===== config.mk =====
export PLATFORM = sky130hd
export DESIGN_NAME = cbus_arbiter
export DESIGN_NICKNAME = d
export VERILOG_FILES = /design/src/rtl/cbus_arbiter.sv
export SDC_FILE = /design/constraint.sdc
export NUM_CORES = 1
export LEC_CHECK = 0
export CORE_AREA = 2 2 131 133
export DETAILED_ROUTE_END_ITERATION = 16
export DIE_AREA = 0 0 133 135
export DONT_BUFFER_PORTS = 1
export PLACE_DENSITY = 0.3
export SETUP_SLACK_MARGIN = 0.2
export SLEW_MARGIN = 20
export SYNTH_ARGS = -nofsm -noshare
export SYNTH_HDL_FRONTEND = slang
export SYNTH_SLANG_ARGS = --single-unit

===== constraint.sdc =====
create_clock -name clk -period 1.6 [get_ports clk]
set_input_delay 0.32 -clock clk [delete_from_list [all_inputs] [get_ports clk]]
set_output_delay 0.32 -clock clk [all_outputs]
set_load 0.01 [all_outputs]

===== src/rtl/cbus_arbiter.sv =====
// Round-robin arbiter granting whole cbus transactions (single or burst) to one master at a time.
// Latency: a request seen in IDLE reaches o_* on the next cycle; one IDLE bubble follows every last beat.
// Backpressure: o_ready/o_last/o_rdata pass straight to the granted master; waiting masters see m_ready=0.
module cbus_arbiter #(
  parameter int NUM_MASTERS = 2
) (
  input  logic                      clk,
  input  logic                      reset,
  input  logic [NUM_MASTERS-1:0]    m_valid,
  input  logic [NUM_MASTERS-1:0]    m_is_write,
  input  logic [3*NUM_MASTERS-1:0]  m_size,
  input  logic [32*NUM_MASTERS-1:0] m_addr,
  input  logic [4*NUM_MASTERS-1:0]  m_strobe,
  input  logic [32*NUM_MASTERS-1:0] m_data,
  input  logic [4*NUM_MASTERS-1:0]  m_len,
  output logic [NUM_MASTERS-1:0]    m_ready,
  output logic [NUM_MASTERS-1:0]    m_last,
  output logic [32*NUM_MASTERS-1:0] m_rdata,
  output logic                      o_valid,
  output logic                      o_is_write,
  output logic [2:0]                o_size,
  output logic [31:0]               o_addr,
  output logic [3:0]                o_strobe,
  output logic [31:0]               o_data,
  output logic [3:0]                o_len,
  input  logic                      o_ready,
  input  logic                      o_last,
  input  logic [31:0]               o_rdata,
  output logic                      busy,
  output logic [1:0]                grant
);

  typedef struct packed {
    logic        is_write;
    logic [2:0]  size;
    logic [31:0] addr;
    logic [3:0]  strobe;
    logic [31:0] data;
    logic [3:0]  len;
  } req_t;

  typedef enum logic {IDLE, BUSY} state_t;

  localparam int         IW       = (NUM_MASTERS > 2) ? 2 : 1;
  localparam logic [1:0] LAST_IDX = 2'(NUM_MASTERS - 1);

  state_t     state_q, state_d;
  logic [1:0] ptr_q, ptr_d;
  logic [1:0] grant_q, grant_d;
  logic [3:0] beats_q, beats_d;

  logic       win_found;
  logic [1:0] win_idx;
  req_t       req [NUM_MASTERS];
  req_t       sel_req;

  for (genvar i = 0; i < NUM_MASTERS; i++) begin : g_master
    localparam logic [1:0] IDX = 2'(i);
    logic sel;

    assign req[i] = {m_is_write[i], m_size[3*i +: 3], m_addr[32*i +: 32],
                     m_strobe[4*i +: 4], m_data[32*i +: 32], m_len[4*i +: 4]};

    assign sel                = busy && (grant_q == IDX);
    assign m_ready[i]         = sel & o_ready;
    assign m_last[i]          = sel & o_last;
    assign m_rdata[32*i +: 32] = sel ? o_rdata : 32'd0;
  end

  // Rotating priority: lowest valid index at or above ptr, else lowest valid index overall.
  always_comb begin
    win_found = 1'b0;
    win_idx   = 2'd0;
    for (int i = NUM_MASTERS - 1; i >= 0; i--) begin
      if (m_valid[i] && (2'(i) >= ptr_q)) begin
        win_found = 1'b1;
        win_idx   = 2'(i);
      end
    end
    if (!win_found) begin
      for (int i = NUM_MASTERS - 1; i >= 0; i--) begin
        if (m_valid[i]) begin
          win_found = 1'b1;
          win_idx   = 2'(i);
        end
      end
    end
  end

  always_comb begin
    state_d = state_q;
    ptr_d   = ptr_q;
    grant_d = grant_q;
    beats_d = beats_q;
    case (state_q)
      IDLE: begin
        if (win_found) begin
          state_d = BUSY;
          grant_d = win_idx;
          beats_d = 4'd0;
        end
      end
      BUSY: begin
        if (o_ready) begin
          beats_d = beats_q + 4'd1;
        end
        // Grant is released only on the last beat; re-arbitration waits one cycle in IDLE.
        if (o_ready && o_last) begin
          state_d = IDLE;
          ptr_d   = (grant_q == LAST_IDX) ? 2'd0 : grant_q + 2'd1;
        end
      end
      default: state_d = IDLE;
    endcase
  end

  always_ff @(posedge clk) begin
    if (reset) begin
      state_q <= IDLE;
      ptr_q   <= 2'd0;
      grant_q <= 2'd0;
      beats_q <= 4'd0;
    end else begin
      state_q <= state_d;
      ptr_q   <= ptr_d;
      grant_q <= grant_d;
      beats_q <= beats_d;
    end
  end

  assign busy    = (state_q == BUSY);
  assign grant   = grant_q;
  assign sel_req = req[grant_q[IW-1:0]];

  assign o_valid    = busy & m_valid[grant_q[IW-1:0]];
  assign o_is_write = busy ? sel_req.is_write : 1'b0;
  assign o_size     = busy ? sel_req.size     : 3'd0;
  assign o_addr     = busy ? sel_req.addr     : 32'd0;
  assign o_strobe   = busy ? sel_req.strobe   : 4'd0;
  assign o_data     = busy ? sel_req.data     : 32'd0;
  assign o_len      = busy ? sel_req.len      : 4'd0;

endmodule

==> summary.md, run 1 <==
| Metric | Value |
|---|---|
| Post-synth cell types | `21` |
| Violated checks | `negative setup slack` |
| Post-synth EDFFs | `0` |
| Commonest cells post-synth | `nor2_1 (78), mux2i_1 (77), and2_1 (34), and3_1 (34), clkbuf_1 (10)` |
| Cell Count, Final, Fillers Out | `between 500 and 600` |
| Max-cap violations | `0` |
| Area Overhead vs Synth | `80.0%` |
| Seq/Total Area, Yosys | `3.32%` |
| Highest Clock Rate | `0.588 GHz` |
| Final Hold Fails | `0` |
| Drt first pass iters | `4` |
| Crit path max-delay family | `buffers and inverters` |
| Vias in the first global route | `between 2000 and 2500` |
| Synthesized net count | `456` |
| Vias post-DR | `2288` |
| DRT antenna net count | `0` |
| Ports | `about 340` |
| Avg Cell Area, Syn | `~6.8 um2` |
| Synth Register Bits | `3` |
| Die height | `about 140 um` |
| Routed WL | `approximately 9700 um` |
| Initial antenna violation count | `0` |
| Tot GR Track Use | `7.85%` |
| # nets final | `535` |
| Core area | `~16000 um2` |
| Prevailing post-synth register cell | `dfxtp_1` |
| Number of setup violations in the final report | `roughly 110` |
| Top post-synthesis cells by area | `mux2i_1 (43%), nor2_1 (16%), and2_1 (12%)` |
| Clock-pin slew of the registers on the worst-case setup and hold paths | `30 ps` |
| Num CTS Buffers | `3` |
| Share of the synthesized area in the top cell type | `42.6%` |
| CP Capture Type | `primary output` |
| Detail Placement HPWL | `7230 um` |
| Antenna cells | `0` |
| Status | `finished with violations` |
| Worst setup SP type | `flop` |
| Clock Tree Root | `clkbuf_16` |
| Initial detailed-routing violation count | `78` |
| Max-slew violation count | `0` |
| Final core utilization | `19.9%` |
| Via-per-instance ratio | `slightly above 4` |
| Post-cts hold buffer count | `0` |
| Die width | `between 100 and 150 um` |
| Wire per inst | `17.2 um` |
| Final min period | `between 1500 and 2000 ps` |
| RD Place Congestion | `0.770` |
| CP peak stage delay | `between 300 and 400 ps` |
| Min-delay worst type | `primary input to flop` |
| Post-synthesis instance total | `266` |
| Synth warnings | `0` |
| DRC viols | `0` |
| Clk Latency, worst-skew pair | `230 ps` |
| Placed cells | `roughly 540` |
| CP max FO | `9` |
| Ratio of cells with drive above 1 in the final layout | `48.5%` |
| Critical path arrival | `1380 ps` |
| H-Tree Level Count | `1` |
| Input/output buffers | `0` |
| Leakage | `1.37 nW` |
| Initial core utilization | `11.0%` |
| Clock Skews | `2.84 ps` |
| Grt total ovfl | `0` |
| Total power | `1.50 mW` |
| Power Density | `459 nW/um2` |
| Synth area leader | `mux2i_1` |
| Ys async rst share | `0%` |
| Count leader, synth | `nor2_1` |
| Crit-path cells | `buf_12, buf_16, mux2i_2, nor2_1, buf_4` |
| Critical path class | `flop to primary output` |
| Worst Setup Slack, final | `-99.9 ps` |
| Worst path bufs/invs | `3` |
| Worst Path Required | `1280 ps` |
| Clk buf depth | `2` |
| RSZ-0062 raised after global routing | `yes` |
| CTS tree | `yes` |
| Synth Cell Area | `1810 um2` |
| Sink Count | `3` |
| Crit share post-route | `106%` |
| Die area | `between 15000 and 20000 um2` |
| Global-route wire length before repair | `11000 um` |
| Max VDD drop | `around 250 uV` |
| Largest net degree at the start of global routing | `46` |
| Crit-path slowest cell | `dfxtp_4` |
| Num rows | `47` |
-- path summary, 6_finish.rpt --
check,slack [ps],depth (start not counted),to,start
max,-100,5,o_data[9],grant[0]$_SDFFE_PP0P_
min reg2reg,500,2,ptr_q[0]$_SDFFE_PP0P_,ptr_q[0]$_SDFFE_PP0P_
max reg2reg,500,3,ptr_q[0]$_SDFFE_PP0P_,busy$_SDFF_PP0_
min,160,1,busy$_SDFF_PP0_,reset
-- flip-flops by register name, summed over array words and instances (netlist names) --
register and flops:
busy 1, grant 1, ptr_q 1
-- logic make-up (layout without fill, tap and decap cells) --
logic type	Yosys count	in the layout	synth area share [%]
compound gates	5	5	1.80
buf+inv	31	109	11.1
flops	3	3	3.32
mux	77	77	42.6
other cells	1	1	0.207
simple gates	149	149	41.0
-- per-stage QoR --
step	setup WS, ps	hold WS (ps)	setup TNS [ps]	cell area [um2]
2_1_floorplan	201	389	0	1810
3_3_place_gp	148	395	0	2600
3_5_place_dp	141	390	0	2600
4_1_cts	-84.7	154	-4620	2720
5_1_grt	-133	154	-11400	3260
6_report	-99.9	157	-5230	3260
-- layout by cell type, fill, tap and decap left out, types with 4 or more instances in the layout --
cell type	n
buf_4	80
nor2_1	78
mux2i_1	67
and3_4	23
and2_4	23
and2_1	11
clkbuf_16	11
mux2i_2	10
and3_1	10
buf_12	7
buf_6	4
-- layout make-up --
cell class	instances	area, um2
clock buffer	4	78.8
fill	1804	13100
inverter	2	7.51
multi-input combinational	232	1760
sequential	3	65.1
tap	220	275
timing repair buffer	103	1070
-- per-layer routing --
layer | part of all wire [%] | track usage [%]
met1 | 36 | 8.05
met2 | 57 | 16.2
met3 | 6.3 | 1.31
met4 | 1.1 | 2.03
met5 | 0 | 0
-- worst register-to-register path: stages (launching register included) --
cell and delay (ps):
dfxtp_2 390, clkbuf_16 200, nand3_1 160, o31ai_1 250
-- report_power, final --
| group | internal [mW] | switching, mW |
|---|---|---|
| registers | 0.0804 | 0.00737 |
| logic | 0.526 | 0.480 |
| clock network | 0.329 | 0.0734 |
-- what timing repair did --
item / 4_1_cts / 5_1_grt
hold endpoints to repair: 0 / 0
gates resized for setup: 7 / 70
buffers inserted: 2 / 3
pin swaps: 0 / 13
gates cloned: 0 / 11
endpoints found under the setup margin: 145 / 145
No activity file was read; power rests on OpenSTA's default activity.
==> inputs of run 2 (changes only) <==
Settings changed: CAP_MARGIN set to 30.
==> results of run 2 <==
No change in the layout: final DEF, timing and power equal those of run 1.
